==> src/rtl/audio_fifo_reader_if.sv <==
// rtl/audio_fifo_reader_if.sv - FIFO read port and PCM sample output bundle
//
// Signals:
//   fifo_empty    FIFO empty flag                       (FIFO -> reader)
//   fifo_q        FIFO read data, valid after rdreq     (FIFO -> reader)
//   fifo_rdreq    single-cycle read request             (reader -> FIFO)
//   sample_out    current 16-bit PCM sample             (reader -> codec)
//   sample_valid  one-cycle pulse on sample update      (reader -> codec)
//
// master: the reader side. slave: the FIFO/codec side (or a bench).

interface audio_fifo_reader_if;
    logic        fifo_empty;
    logic [31:0] fifo_q;
    logic        fifo_rdreq;
    logic [15:0] sample_out;
    logic        sample_valid;

    modport master (
        input  fifo_empty,
        input  fifo_q,
        output fifo_rdreq,
        output sample_out,
        output sample_valid
    );

    modport slave (
        output fifo_empty,
        output fifo_q,
        input  fifo_rdreq,
        input  sample_out,
        input  sample_valid
    );
endinterface

==> src/rtl/audio_fifo_reader.sv <==
// rtl/audio_fifo_reader.sv - pops 32-bit FIFO words and plays them as paced 16-bit PCM samples
//
// Ports:
//   i_clk              system clock (FIFO read port shares it)
//   i_reset            synchronous, active-high reset
//   i_div_freq         clocks per output sample; period = max(i_div_freq, MIN_PERIOD)
//   i_pause            level; freezes counter, FSM and outputs
//   i_stop             level; flushes the reader to idle (wins over i_pause)
//   bus                FIFO read port + sample output (master view)
//   o_underflow_count  ticks that found no sample ready; saturates at 0xFFFF

module audio_fifo_reader #(
    parameter int unsigned MIN_PERIOD = 4
) (
    input  logic                i_clk,
    input  logic                i_reset,
    input  logic [31:0]         i_div_freq,
    input  logic                i_pause,
    input  logic                i_stop,
    audio_fifo_reader_if.master bus,
    output logic [15:0]         o_underflow_count
);

    typedef enum logic [1:0] {
        FETCH   = 2'd0,
        LATCH   = 2'd1,
        EMIT_LO = 2'd2,
        EMIT_HI = 2'd3
    } state_t;

    state_t      r_state;
    state_t      w_next_state;

    logic [31:0] r_cnt;
    logic [31:0] r_word;
    logic [15:0] r_sample_out;
    logic        r_sample_valid;
    logic [15:0] r_underflow_count;

    logic [31:0] w_period;
    logic [31:0] w_period_m1;
    logic        w_running;
    logic        w_tick;
    logic        w_underflow;
    logic        w_rdreq;

    // The floor guarantees the FETCH -> LATCH -> EMIT_LO refill (3 cycles)
    // always completes before the next tick after an EMIT_HI tick.
    assign w_period    = (i_div_freq < 32'(MIN_PERIOD)) ? 32'(MIN_PERIOD) : i_div_freq;
    assign w_period_m1 = w_period - 32'd1;

    assign w_running = !i_stop && !i_pause;

    // >= rather than == so that shrinking the period mid-count fires at once
    // instead of wrapping the counter.
    assign w_tick = w_running && (r_cnt >= w_period_m1);

    // A tick while no word is ready to emit is a lost sample.
    assign w_underflow = w_tick && ((r_state == FETCH) || (r_state == LATCH));

    // ------------------------------------------------------------------
    // Rate counter
    // ------------------------------------------------------------------
    always_ff @(posedge i_clk) begin
        if (i_reset || i_stop) begin
            r_cnt <= 32'd0;
        end else if (w_tick) begin
            r_cnt <= 32'd0;
        end else if (w_running) begin
            r_cnt <= r_cnt + 32'd1;
        end
    end

    // ------------------------------------------------------------------
    // FSM: state register
    // ------------------------------------------------------------------
    always_ff @(posedge i_clk) begin
        if (i_reset) begin
            r_state <= FETCH;
        end else begin
            r_state <= w_next_state;
        end
    end

    // ------------------------------------------------------------------
    // FSM: next state
    // ------------------------------------------------------------------
    always_comb begin
        w_next_state = r_state;
        if (i_stop) begin
            w_next_state = FETCH;
        end else begin
            case (r_state)
                FETCH: begin
                    if (w_running && !bus.fifo_empty) begin
                        w_next_state = LATCH;
                    end
                end
                // The read has already been issued, so the word is taken
                // and the FSM moves on even if pause rises this cycle; no
                // tick can happen while paused, so nothing is emitted early.
                LATCH: begin
                    w_next_state = EMIT_LO;
                end
                EMIT_LO: begin
                    if (w_tick) begin
                        w_next_state = EMIT_HI;
                    end
                end
                EMIT_HI: begin
                    if (w_tick) begin
                        w_next_state = FETCH;
                    end
                end
                default: begin
                    w_next_state = FETCH;
                end
            endcase
        end
    end

    // ------------------------------------------------------------------
    // FSM: combinational outputs
    // ------------------------------------------------------------------
    always_comb begin
        w_rdreq = 1'b0;
        // Only FETCH issues reads and FETCH always leaves for LATCH when it
        // does, so at most one read is ever outstanding.
        if (!i_reset && (r_state == FETCH) && w_running && !bus.fifo_empty) begin
            w_rdreq = 1'b1;
        end
    end

    assign bus.fifo_rdreq = w_rdreq;

    // ------------------------------------------------------------------
    // Word register: normal-mode FIFO presents data the cycle after rdreq
    // ------------------------------------------------------------------
    always_ff @(posedge i_clk) begin
        if (i_reset) begin
            r_word <= 32'd0;
        end else if ((r_state == LATCH) && !i_stop) begin
            r_word <= bus.fifo_q;
        end
    end

    // ------------------------------------------------------------------
    // Sample output: low half first, then high half
    // ------------------------------------------------------------------
    always_ff @(posedge i_clk) begin
        if (i_reset || i_stop) begin
            r_sample_out   <= 16'd0;
            r_sample_valid <= 1'b0;
        end else begin
            r_sample_valid <= 1'b0;
            if (w_tick && (r_state == EMIT_LO)) begin
                r_sample_out   <= r_word[15:0];
                r_sample_valid <= 1'b1;
            end else if (w_tick && (r_state == EMIT_HI)) begin
                r_sample_out   <= r_word[31:16];
                r_sample_valid <= 1'b1;
            end
        end
    end

    assign bus.sample_out   = r_sample_out;
    assign bus.sample_valid = r_sample_valid;

    // ------------------------------------------------------------------
    // Underflow counter: survives stop, cleared only by reset
    // ------------------------------------------------------------------
    always_ff @(posedge i_clk) begin
        if (i_reset) begin
            r_underflow_count <= 16'd0;
        end else if (w_underflow && (r_underflow_count != 16'hFFFF)) begin
            r_underflow_count <= r_underflow_count + 16'd1;
        end
    end

    assign o_underflow_count = r_underflow_count;

endmodule

==> src/flat_wrapper.sv <==
// flat-port wrapper written by rule: the top's interface ports become plain ports
module audio_fifo_reader_flat 
#(
    parameter int unsigned MIN_PERIOD = 4
)
  (i_clk, i_reset, i_div_freq, i_pause, i_stop, o_underflow_count, bus_fifo_empty, bus_fifo_q, bus_fifo_rdreq, bus_sample_out, bus_sample_valid);
  audio_fifo_reader_if bus_i ();
  input  logic i_clk;
  input  logic i_reset;
  input  logic [31:0] i_div_freq;
  input  logic i_pause;
  input  logic i_stop;
  output logic [15:0] o_underflow_count;
  input wire logic [$bits(bus_i.fifo_empty)-1:0] bus_fifo_empty;
  input wire logic [$bits(bus_i.fifo_q)-1:0] bus_fifo_q;
  output wire logic [$bits(bus_i.fifo_rdreq)-1:0] bus_fifo_rdreq;
  output wire logic [$bits(bus_i.sample_out)-1:0] bus_sample_out;
  output wire logic [$bits(bus_i.sample_valid)-1:0] bus_sample_valid;
  assign bus_i.fifo_empty = bus_fifo_empty;
  assign bus_i.fifo_q = bus_fifo_q;
  assign bus_fifo_rdreq = bus_i.fifo_rdreq;
  assign bus_sample_out = bus_i.sample_out;
  assign bus_sample_valid = bus_i.sample_valid;
  audio_fifo_reader #(.MIN_PERIOD(MIN_PERIOD)) u_core (.i_clk(i_clk), .i_reset(i_reset), .i_div_freq(i_div_freq), .i_pause(i_pause), .i_stop(i_stop), .bus(bus_i), .o_underflow_count(o_underflow_count));
endmodule
==> config.mk <==
export PLATFORM = sky130hd
export DESIGN_NAME = audio_fifo_reader_flat
export DESIGN_NICKNAME = d
export VERILOG_FILES = /design/src/rtl/audio_fifo_reader_if.sv /design/src/rtl/audio_fifo_reader.sv /design/src/flat_wrapper.sv
export SDC_FILE = /design/constraint.sdc
export NUM_CORES = 1
export LEC_CHECK = 0
export CAP_MARGIN = 20
export CORE_MARGIN = 1
export CORE_UTILIZATION = 50
export CTS_BUF_LIST = sky130_fd_sc_hd__clkbuf_8
export CTS_CLUSTER_SIZE = 14
export DETAILED_ROUTE_END_ITERATION = 8
export PLACE_DENSITY_LB_ADDON = 0.1
export SYNTH_ARGS = -nofsm -noshare
export SYNTH_HDL_FRONTEND = slang
export SYNTH_SLANG_ARGS = --single-unit
==> constraint.sdc <==
create_clock -name i_clk -period 12.3 [get_ports i_clk]
set_clock_uncertainty 0.2 [all_clocks]
set_input_delay 2.46 -clock i_clk [delete_from_list [all_inputs] [get_ports i_clk]]
set_output_delay 2.46 -clock i_clk [all_outputs]
set_load 0.02 [all_outputs]
## Word-level counts from Yosys, hierarchy flattened

Index checks and enable logic that the tools add are counted.

- Register bits after elaboration: 99
- Input port bits: 69

- Add/subtract/negate cells: 3
- Order comparisons: 2
- Eq/ne operators: 7
- Muxes and demuxes: 10
- Reductions and logical operators: 22

Operators by type and width:

| cell | number |
|---|---|
| 32-bit by 1-bit adder with 32-bit output (second input constant) | 1 |
| 32-bit >= comparator | 1 |
| 32-bit by 3-bit less-than comparator with 1-bit output (second input constant) | 1 |
| 16-bit 2-to-1 mux | 2 |
| 32-bit 2-to-1 mux | 1 |
| 32-bit by 1-bit subtractor with 32-bit output (second input constant) | 1 |
| 16-bit by 1-bit adder with 16-bit output (second input constant) | 1 |
| 16-bit != test (second input constant) | 1 |
| 1-bit logical AND | 11 |
| 2-bit case mux with 4 select lines | 1 |
| 2-bit 2-to-1 mux | 3 |
| 2-bit by 1-bit != test with 1-bit output (second input constant) | 3 |
| 2-bit == test (second input constant) | 2 |
| 1-bit logical NOT | 4 |
| 2-bit OR reduction | 2 |
| 1-bit 2-to-1 mux | 3 |
| 3-bit AND reduction | 1 |
| 2-bit by 1-bit == test with 1-bit output (second input constant) | 1 |
| 2-bit logical NOT | 1 |
| 1-bit logical OR | 2 |
| 2-bit nonzero test | 1 |

## Longest topological paths before layout

Gate-level depths: netlist of the first run.

- Word-level depth: 8
- Gate-level depth with buffers: 19
- Gate-level depth less buffers: 18

## Least setup slack after synthesis of the first run

No wires, ideal clock.

- Path kind: input-to-reg
- Start: in i_div_freq[14]
- End: reg u_core.r_underflow_count[7] (netlist: u_core.o_underflow_count[7])
- Arrival time: 6.412 ns
- Data required time: 11.979 ns
- Setup slack: 5.567 ns
- Cell stages on the path: 18
- Path through: or4_4 > nor4b_4 > nand4b_2 > nand2b_1 > nand2_1 > ha_1 > nand3_1 > nor4_1 > xnor2_1 > ha_1 > nand4_1 > nor4_1 > a22oi_1 > o211ai_1 > a31oi_1 > nor4_4 > nand3_1 > mux2_2

- Word-level cells in the longest chain between the ends: 7

RTL lines:

| item | RTL line | text |
|---|---|---|
| start, declared | flat_wrapper.sv:10 | `input logic [31:0] i_div_freq;` |
| 32-bit by 3-bit less-than comparator with 1-bit output | audio_fifo_reader.sv:49 | `assign w_period = (i_div_freq < 32'(MIN_PERIOD)) ? 32'(MIN_PERIOD) : i_div_freq;` |
| 32-bit 2-to-1 mux * | audio_fifo_reader.sv:49 |  |
| 32-bit by 1-bit subtractor with 32-bit output * | audio_fifo_reader.sv:50 | `assign w_period_m1 = w_period - 32'd1;` |
| 32-bit >= comparator * | audio_fifo_reader.sv:56 | `assign w_tick = w_running && (r_cnt >= w_period_m1);` |
| 1-bit logical AND * | audio_fifo_reader.sv:56 |  |
| 1-bit logical AND * | audio_fifo_reader.sv:59 | `assign w_underflow = w_tick && ((r_state == FETCH) \|\| (r_state == LATCH));` |
| 1-bit logical AND * | audio_fifo_reader.sv:175 | `end else if (w_underflow && (r_underflow_count != 16'hFFFF)) begin` |
| end signal, assigned | audio_fifo_reader.sv:176 | `r_underflow_count <= r_underflow_count + 16'd1;` |
| end, declared | audio_fifo_reader.sv:38 | `logic [15:0] r_underflow_count;` |

Mark *: on every way between the ends. The rest lies on a longest branch, timed or not.
A chain may end at the register's enable or synchronous reset.

## Final worst setup path of the first run

- Start: in i_div_freq[14]
- End: reg u_core.r_sample_out[6] (netlist: u_core.bus.sample_out[6])

- Word-level cells in the longest chain between the ends: 7
- Elaborated cells on any way between the ends: 9
- Those cells by class: add/sub: 1; order compare: 2; mux: 2; reduce/logical: 4

RTL lines:

| item | RTL line | text |
|---|---|---|
| 32-bit by 3-bit less-than comparator with 1-bit output | audio_fifo_reader.sv:49 |  |
| 32-bit 2-to-1 mux * | audio_fifo_reader.sv:49 |  |
| 32-bit by 1-bit subtractor with 32-bit output * | audio_fifo_reader.sv:50 |  |
| 32-bit >= comparator * | audio_fifo_reader.sv:56 |  |
| 1-bit logical AND * | audio_fifo_reader.sv:56 |  |
| 1-bit logical AND, on equally long branches | audio_fifo_reader.sv:156, audio_fifo_reader.sv:159 |  |
| 16-bit 2-to-1 mux / 2-bit nonzero test (equally long branches) | n/a |  |
| end signal, assigned | audio_fifo_reader.sv:157 | `r_sample_out <= r_word[15:0];` |
| end signal, assigned | audio_fifo_reader.sv:160 | `r_sample_out <= r_word[31:16];` |
| end, declared | audio_fifo_reader.sv:36 | `logic [15:0] r_sample_out;` |

Marks and branches as above.

==> flow_metrics.env, run 1 <==
export IMPL_rsz0062_at_grt="false"
export IMPL_diodes=0
export IMPL_ys_seq_area_share_pct=36.8
export IMPL_start_util_pct=51.9
export IMPL_drc=0
export IMPL_synthToLayoutAreaGrowth_pct=25.4
export IMPL_cts_resized=0
export IMPL_post_cts_setup_buffer_count=0
export IMPL_critPathLaunchType="primary input"
export IMPL_cts_tree="done"
export IMPL_cp_arrival_ns=7.83
export IMPL_gr_max_usage_layer="met2"
export IMPL_p_leak_nw=2.31
export IMPL_dieArea_um2=11200
export IMPL_setup_tns_ns=0
export IMPL_syn_inst=657
export IMPL_antenna_found_initial=0
export IMPL_synth_seq_cells=99
export IMPL_clock_sinks=99
export IMPL_dp_hpwl_mm=9.63
export IMPL_syn_area_um2=5380
export IMPL_cts_hold_buf=0
export IMPL_hold_path_class="flop to flop"
export IMPL_max_slew_margin_pct=32.5
export IMPL_place_inst=872
export IMPL_viasPerCell=5.48
export IMPL_grt_ovfl_total=0
export IMPL_io_buffer_count=102
export IMPL_final_cell_mix="clkdlybuf4s50_1 (101), dfxtp_1 (99), nand2_1 (98)"
export IMPL_cts_made_buffers=9
export IMPL_worstMarginPinSlew_ns=1.01
export IMPL_cellPowerDensity_nw_per_um2=89.3
export IMPL_drv_cap=0
export IMPL_use_met1_pct=29.3
export IMPL_drv_slew=0
export IMPL_status="complete, no violations"
export IMPL_drive_above_1_share_pct=5.56
export IMPL_min_period_ns=7.74
export IMPL_p_total_mw=0.603
export IMPL_post_route_util_pct=65.1
export IMPL_clock_fmax_ghz=0.129
export IMPL_fin_nets=858
export IMPL_grt_pass1_vias=4688
export IMPL_die_height_um=106
export IMPL_gp_congestion=0.873
export IMPL_hold_violations=0
export IMPL_synth_fp_nets=765
export IMPL_clkTransAtPathRegs_ns=0.10
export IMPL_layout_commonest_cell="clkdlybuf4s50_1"
export IMPL_ant_nets=0
export IMPL_worstSkewPairLatency_ns=0.37
export IMPL_drt_iter0_markers=189
export IMPL_crit_required_ns=12.38
export IMPL_grt_first_pass_wirelength_mm=21.4
export IMPL_io_pins=103
export IMPL_wire_per_inst_um=14.5
export IMPL_rows=37
export IMPL_clock_root_buffer="clkbuf_8"
export IMPL_stdcell_count=891
export IMPL_yosys_warnings=0
export IMPL_vdd_drop_max_mv=0.0745
export IMPL_setup_viol=0
export IMPL_worstSetupEndpointType="flop"
export IMPL_cts_max_path_buffers=2
export IMPL_fillers=899
export IMPL_core_area_um2=10400
export IMPL_synth_area_per_cell_um2=8.19
export IMPL_hold_ws_ns=0.261
export IMPL_grt_usage_pct=23.6
export IMPL_htree_levels=3
export IMPL_vias=4883
export IMPL_grt_use_met3_pct=5.57
export IMPL_synth_cell_type_count=50
export IMPL_worstSetupPathType="primary input to flop"
export IMPL_wl_mm=12.9
export IMPL_grt_max_degree=56
export IMPL_post_route_period_util_pct=63.0
export IMPL_dr_pass1_iters=5
export IMPL_crit_path_max_fanout=16
export IMPL_met2_usage_pct=40.1
export IMPL_die_w_um=106
layer usage:
layer | part of all wire [%] | routed length [um]
met2 | 48 | 6210
met4 | 1.5 | 199
met5 | 0 | 0
met1 | 46 | 5900
met3 | 4.8 | 615
registers in the layout, summed over array words and instances (netlist names):
register                  flops
u_core.r_word                32
u_core.o_underflow_count     16
u_core.bus.sample_out        16
u_core.bus.sample_valid       1
u_core.r_cnt                 32
u_core.r_state                2
synthesized netlist by cell type, drive strengths merged:
library cell	instances	area, um^2
nand2	98	368
or4	3	30.0
nor2	92	345
ha	39	488
a31o	1	8.76
nand4b	1	15.0
nand3b	1	7.51
a211oi	21	158
o211ai	1	7.51
nand4	11	68.8
a311oi	1	8.76
and4	3	26.3
xnor2	42	368
a31oi	1	6.26
buf	9	37.5
nand2b	3	18.8
o22ai	17	106
a21o	1	7.51
mux2i	2	20.0
a21bo	1	10.0
clkbuf	16	60.1
or2	4	25.0
nor4	24	186
o41ai	1	8.76
or3	5	36.3
inv	7	26.3
a21oi	45	225
dfxtp	99	1980
clkinv	1	3.75
nor2b	7	43.8
a22oi	1	7.51
nor3	11	65.1
and3	9	56.3
xor2	24	210
o21ai	16	80.1
and2b	3	22.5
o311ai	1	8.76
and2	3	18.8
nand3	25	125
mux2	4	45.0
nor4b	3	41.3
power by group:
part | switching, mW | internal (mW) | leakage [nW]
sequential | 0.00119 | 0.322 | 0.798
clock | 0.119 | 0.103 | 0.108
combinational | 0.0277 | 0.0305 | 1.41
area by class of cell:
class / instances / area, um^2 / area share [%]
Timing Repair Buffer: 107 / 1080 / 16.0
Clock inverter: 6 / 72.6 / 1.07
Inverter: 8 / 30.0 / 0.445
Multi-Input combinational cell: 525 / 3280 / 48.6
Sequential cell: 99 / 1980 / 29.3
Clock buffer: 10 / 138 / 2.04
Tap cell: 136 / 170 / 2.52
critical path: stages:
cell and delay (ns):
clkdlybuf4s50_1 0.46, or4_4 0.59, nor4b_4 0.27, nand4b_2 0.18, nand2b_1 0.27, nand2_1 0.14, ha_1 0.25, nand3_1 0.19
nor4_1 0.34, xnor2_1 0.14, ha_1 0.31, nand4_1 0.11, nor4_1 0.38, a22oi_1 0.16, o211ai_1 0.11, a31oi_1 0.08
buf_4 0.23, nor2_1 0.79, nor2_1 0.10, a211oi_1 0.26
logic make-up after synthesis:
group | share of synthesized area, %
DFF | 36.8
buffers and inverters | 2.37
and+or+nand+nor | 27.9
xor gates and xnor gates | 10.7
adders and majority gates | 9.06
AOI/OAI and AO/OA | 11.9
muxes | 1.21
path summary, 6_finish.rpt:
check        slack [ns]                           start                                     to  depth (start not counted)
max                4.56                  i_div_freq[14]  u_core.bus.sample_out[6]$_SDFFE_PP0P_                         20
min                0.26  u_core.r_word[20]$_SDFFE_PP0P_         u_core.r_word[20]$_SDFFE_PP0P_                          2
max reg2reg        9.05    u_core.r_cnt[0]$_SDFFE_PP0P_  u_core.bus.sample_out[6]$_SDFFE_PP0P_                         11
min reg2reg        0.26  u_core.r_word[20]$_SDFFE_PP0P_         u_core.r_word[20]$_SDFFE_PP0P_                          2
stage by stage:
stage,cell area (um^2),setup slack [ns]
5_1_grt,6750,4.02
6_report,6750,4.56
2_1_floorplan,5380,5.57
4_1_cts,6700,4.37
3_3_place_gp,6490,4.27
3_5_place_dp,6490,3.98
No activity file was read; power rests on OpenSTA's default activity.
==> run 2, diff against run 1 <==
==> constraint.sdc (replaced) <==
create_clock -name i_clk -period 7.25 [get_ports i_clk]
set_clock_uncertainty 0.2 [all_clocks]
set_input_delay 1.45 -clock i_clk [delete_from_list [all_inputs] [get_ports i_clk]]
set_output_delay 1.45 -clock i_clk [all_outputs]
set_load 0.02 [all_outputs]
==> flow_metrics.env, run 2 (synthesis gave the netlist of run 1 again) <==
export IMPL_cts_resized=0
export IMPL_drive_above_1_share_pct=5.57
export IMPL_post_route_period_util_pct=90.2
export IMPL_cts_hold_buf=0
export IMPL_post_route_util_pct=64.9
export IMPL_rsz0062_at_grt="false"
export IMPL_die_w_um=106
export IMPL_worst_r2r_path_depth=9
export IMPL_die_height_um=106
export IMPL_slowest_delay_ns=0.85
export IMPL_reg_largest_list="u_core.r_cnt (32), u_core.r_word (32)"
export IMPL_holdPathStages=2
export IMPL_crit_required_ns=7.32
export IMPL_viasPerCell=5.58
export IMPL_dieArea_um2=11200
export IMPL_fin_nets=858
export IMPL_cellPowerDensity_nw_per_um2=152
export IMPL_gp_congestion=0.911
export IMPL_dr_pass1_iters=5
export IMPL_vias=4966
export IMPL_grt_usage_pct=23.8
export IMPL_worstMarginPinSlew_ns=1.08
export IMPL_setup_tns_ns=0
export IMPL_drv_slew=0
export IMPL_worstSkewPairLatency_ns=0.37
export IMPL_register_area_um2=1980
export IMPL_hold_path_class="flop to flop"
export IMPL_io_pins=103
export IMPL_crit_path_max_fanout=16
export IMPL_final_cell_mix="clkdlybuf4s50_1 (101), dfxtp_1 (99), nand2_1 (98)"
export IMPL_rows=37
export IMPL_multiInputGateArea_um2=3280
export IMPL_core_area_um2=10400
export IMPL_grt_max_degree=56
export IMPL_fillers=919
export IMPL_status="complete, no violations"
export IMPL_p_total_mw=1.02
export IMPL_clock_fmax_ghz=0.153
export IMPL_io_buffer_count=102
export IMPL_grt_first_pass_wirelength_mm=21.6
export IMPL_htree_levels=3
export IMPL_post_cts_setup_buffer_count=0
export IMPL_antenna_found_initial=0
export IMPL_cts_tree="done"
export IMPL_cts_max_path_buffers=2
export IMPL_grt_pass1_vias=4742
export IMPL_drv_cap=0
export IMPL_critPathSlowestCell="nor2_1"
export IMPL_worstSetupPathType="primary input to flop"
export IMPL_vdd_drop_max_mv=0.103
export IMPL_dp_hpwl_mm=9.68
export IMPL_path_cells="clkdlybuf4s50_1 -> or4_4 -> nor4b_4 -> nand4b_2 -> nand2b_1 -> nand2_1 -> ha_1 -> nand3_1 -> nor4_1 -> xnor2_1 -> ha_1 -> nand4_1 -> nor4_1 -> a22oi_1 -> o211ai_1 -> a31oi_1 -> nor2_1 -> nor2_1 -> a211oi_1"
export IMPL_setup_viol=0
export IMPL_clock_sinks=99
export IMPL_layout_commonest_cell="clkdlybuf4s50_1"
export IMPL_cp_arrival_ns=6.61
export IMPL_clkTransAtPathRegs_ns=0.10
export IMPL_diodes=0
export IMPL_wire_per_inst_um=14.8
export IMPL_drt_iter0_markers=218
export IMPL_start_util_pct=51.9
export IMPL_wl_mm=13.2
export IMPL_design_area_um2=6730
export IMPL_hold_violations=0
export IMPL_critPathLaunchType="primary input"
export IMPL_grt_ovfl_total=0
export IMPL_clock_root_buffer="clkbuf_8"
export IMPL_placed_cell_area_um2=6500
export IMPL_max_slew_margin_pct=28.0
export IMPL_cts_made_buffers=9
export IMPL_hold_ws_ns=0.259
export IMPL_worstSetupEndpointType="flop"
export IMPL_p_leak_nw=2.30
export IMPL_ant_nets=0
export IMPL_drc=0
export IMPL_synthToLayoutAreaGrowth_pct=25.1
export IMPL_min_period_ns=6.54
## run 2: cell count changes in the layout (fill, tap and decap cells not counted), sizes merged
cell / previous run / this run
clkbuf: 10 / 9
## run 2: critical path, delay by kind of cell
kind / cells / cell delay (ns)
xor gates and xnor gates: 1 / 0.12
and+or+nand+nor: 11 / 3.36
adders and majority gates: 2 / 0.57
AOI/OAI and AO/OA: 4 / 0.63
buffers and inverters: 1 / 0.48
## run 2: path summary, 6_finish.rpt
check                                                   start                                     to  slack (ns)
worst max register to register  u_core.r_cnt[30]$_SDFFE_PP0P_  u_core.bus.sample_out[5]$_SDFFE_PP0P_        4.16
worst min-delay path            u_core.r_word[7]$_SDFFE_PP0P_          u_core.r_word[7]$_SDFFE_PP0P_        0.26
worst min register to register  u_core.r_word[7]$_SDFFE_PP0P_          u_core.r_word[7]$_SDFFE_PP0P_        0.26
worst max-delay path                           i_div_freq[12]  u_core.bus.sample_out[5]$_SDFFE_PP0P_        0.71
## run 2: area by class of cell
| type | count | share of cell area [%] |
|---|---|---|
| multi-input combinational | 525 | 48.7 |
| sequential | 99 | 29.4 |
| timing repair buffer | 107 | 15.9 |
| tap | 136 | 2.53 |
| clock buffer | 9 | 1.84 |
| clock inverter | 6 | 1.15 |
| inverter | 8 | 0.446 |
## run 2: layer usage
metal / vias to the layer above / global-route usage (%) / part of all wire [%]
li1: 2484 / - / -
met1: 2306 / 29.5 / 44
met2: 149 / 40.0 / 48
met3: 27 / 5.57 / 5.8
met4: 0 / 8.83 / 2.1
met5: - / 0 / 0
## run 2: stage by stage
step,setup WS (ns),std cells
6_report,0.707,890
5_1_grt,0.230,890
4_1_cts,0.732,888
3_5_place_dp,0.369,873
3_3_place_gp,0.521,873
2_1_floorplan,1.53,657
## run 2: report_power, final
part	total (mW)	switching, mW	leakage [nW]	internal [mW]
combinational	0.0985	0.0472	1.40	0.0514
sequential	0.549	0.00209	0.798	0.547
clock	0.374	0.209	0.100	0.165
==> run 3, diff against run 2 <==
--- a/config.mk
+++ b/config.mk
@@ -6,7 +6,7 @@
 export NUM_CORES = 1
 export LEC_CHECK = 0
 export CAP_MARGIN = 20
-export CORE_MARGIN = 1
+export CORE_MARGIN = 3
 export CORE_UTILIZATION = 50
 export CTS_BUF_LIST = sky130_fd_sc_hd__clkbuf_8
 export CTS_CLUSTER_SIZE = 14
==> flow_metrics.env, run 3 (synthesis gave the netlist of run 1 again) <==
export IMPL_status="complete, no violations"
export IMPL_hp_start="u_core.r_word[31]$_SDFFE_PP0P_"
export IMPL_grt_pass1_vias=4715
export IMPL_cts_made_buffers=9
export IMPL_layout_commonest_cell="clkdlybuf4s50_1"
export IMPL_dp_hpwl_mm=9.71
export IMPL_place_inst=873
export IMPL_synthToLayoutAreaGrowth_pct=24.9
export IMPL_clock_fmax_ghz=0.152
export IMPL_holdPathStages=2
export IMPL_clock_sinks=99
export IMPL_htree_levels=3
export IMPL_cp_arrival_ns=6.66
export IMPL_setup_viol=0
export IMPL_antenna_found_initial=0
export IMPL_setup_tns_ns=0
export IMPL_io_buffer_count=102
export IMPL_r2r_end="u_core.o_underflow_count[9]$_SDFFE_PP0P_"
export IMPL_gp_congestion=0.888
export IMPL_crit_required_ns=7.33
export IMPL_cellPowerDensity_nw_per_um2=148
export IMPL_worst_r2r_path_depth=10
export IMPL_drc=0
export IMPL_timing_rr_start="u_core.r_cnt[30]$_SDFFE_PP0P_"
export IMPL_start_util_pct=51.7
export IMPL_grt_max_degree=56
export IMPL_worstSetupPathType="primary input to flop"
export IMPL_cts_resized=0
export IMPL_drv_cap=0
export IMPL_core_area_um2=10400
export IMPL_wire_per_inst_um=14.9
export IMPL_hold_violations=0
export IMPL_worstSkewPairLatency_ns=0.38
export IMPL_worstSetupEndpointType="flop"
export IMPL_cts_tree="done"
export IMPL_critPathLaunchType="primary input"
export IMPL_cts_hold_buf=0
export IMPL_clkTransAtPathRegs_ns=0.10
export IMPL_fin_nets=858
export IMPL_dr_pass1_iters=5
export IMPL_grt_ovfl_total=0
export IMPL_p_leak_nw=2.30
export IMPL_die_w_um=110
export IMPL_vdd_drop_max_mv=0.128
export IMPL_dieArea_um2=12000
export IMPL_die_height_um=110
export IMPL_fillers=913
export IMPL_reg_largest_list="u_core.r_cnt (32), u_core.r_word (32)"
export IMPL_wl_mm=13.3
export IMPL_ant_nets=0
export IMPL_crit_path_max_fanout=14
export IMPL_min_period_ns=6.58
export IMPL_cts_max_path_buffers=2
export IMPL_drive_above_1_share_pct=5.70
export IMPL_viasPerCell=5.54
export IMPL_worstMarginPinSlew_ns=1.05
export IMPL_grt_usage_pct=22.8
export IMPL_rsz0062_at_grt="false"
export IMPL_post_route_period_util_pct=90.8
export IMPL_stdcell_count=891
export IMPL_drt_iter0_markers=301
export IMPL_clock_root_buffer="clkbuf_8"
export IMPL_rows=37
export IMPL_holdPathEnd="u_core.r_word[31]$_SDFFE_PP0P_"
export IMPL_hold_path_class="flop to flop"
export IMPL_drv_slew=0
export IMPL_multiInputGateArea_um2=3280
export IMPL_max_slew_margin_pct=29.5
export IMPL_post_cts_setup_buffer_count=0
export IMPL_vias=4933
export IMPL_grt_first_pass_wirelength_mm=22.0
export IMPL_ff2ff_setup_slack_ns=4.15
export IMPL_register_area_um2=1980
export IMPL_diodes=0
export IMPL_final_cell_mix="clkdlybuf4s50_1 (101), dfxtp_1 (99), nand2_1 (98)"
export IMPL_io_pins=103
-- run 3: cell types whose count changed in the layout (fill, tap and decap cells not counted), sizes merged --
cell / previous run / this run
bufinv: 1 / 0
clkinv: 1 / 3
clkbuf: 9 / 10
clkinvlp: 1 / 0
-- run 3: final cells by class --
class,count,area share (%)
multi-input combinational,525,48.8
clock buffer,10,2.05
tap,136,2.53
inverter,8,0.447
sequential,99,29.5
clock inverter,6,0.800
timing repair buffer,107,15.9
-- run 3: layer usage --
metal	share of wire (%)	up-vias	wire length (um)	GRT usage [%]
met2	47	126	6250	36.6
met5	0	-	0	0
met1	46	2295	6160	30.2
met3	5.6	14	739	6.05
met4	1.2	0	159	6.50
li1	-	2498	-	-
-- run 3: worst max path at each step --
stage                   startpoint                                   endpoint  depth (start not counted)
finish               i_div_freq[6]   u_core.o_underflow_count[9]$_SDFFE_PP0P_                         20
global route         i_div_freq[6]     u_core.bus.sample_out[14]$_SDFFE_PP0P_                         19
CTS                  i_div_freq[6]  u_core.o_underflow_count[13]$_SDFFE_PP0P_                         20
detailed placement   i_div_freq[6]   u_core.o_underflow_count[9]$_SDFFE_PP0P_                         20
global placement     i_div_freq[6]   u_core.o_underflow_count[9]$_SDFFE_PP0P_                         20
floorplan           i_div_freq[14]   u_core.o_underflow_count[7]$_SDFFE_PP0P_                         18
-- run 3: worst max-delay path, cell delays in order --
cell             delay, ns
clkdlybuf4s50_1       0.46
or4_4                 0.60
nor4_4                0.26
nand4b_2              0.19
nand2b_1              0.27
nand2_1               0.15
ha_1                  0.23
nand3_1               0.19
nor4_1                0.28
xnor2_1               0.12
ha_1                  0.34
nand4_1               0.16
nor4_1                0.41
a22oi_1               0.16
o211ai_1              0.12
a31oi_1               0.09
buf_4                 0.23
nor4_4                0.51
nand3_1               0.15
mux2_2                0.29
-- run 3: where the power goes --
part / internal (mW) / total [mW] / switching, mW
combinational: 0.0515 / 0.0991 / 0.0476
sequential: 0.547 / 0.548 / 0.00196
clock: 0.142 / 0.349 / 0.207
-- run 3: through the flow --
step | worst slack (ns) | util [%] | power, mW | hold slack, ns | area, um^2
finish | 0.666 | 64.5 | 0.996 | 0.262 | 6720
global route | 0.0939 | 64.5 | 1.04 | 0.284 | 6720
CTS | 0.698 | 64.3 | 1.01 | 0.262 | 6690
detailed placement | 0.306 | 62.4 | 0.658 | 0.247 | 6500
global placement | 0.517 | 62.4 | 0.656 | 0.244 | 6500
floorplan | 1.53 | - | 0.602 | 0.236 | 5380
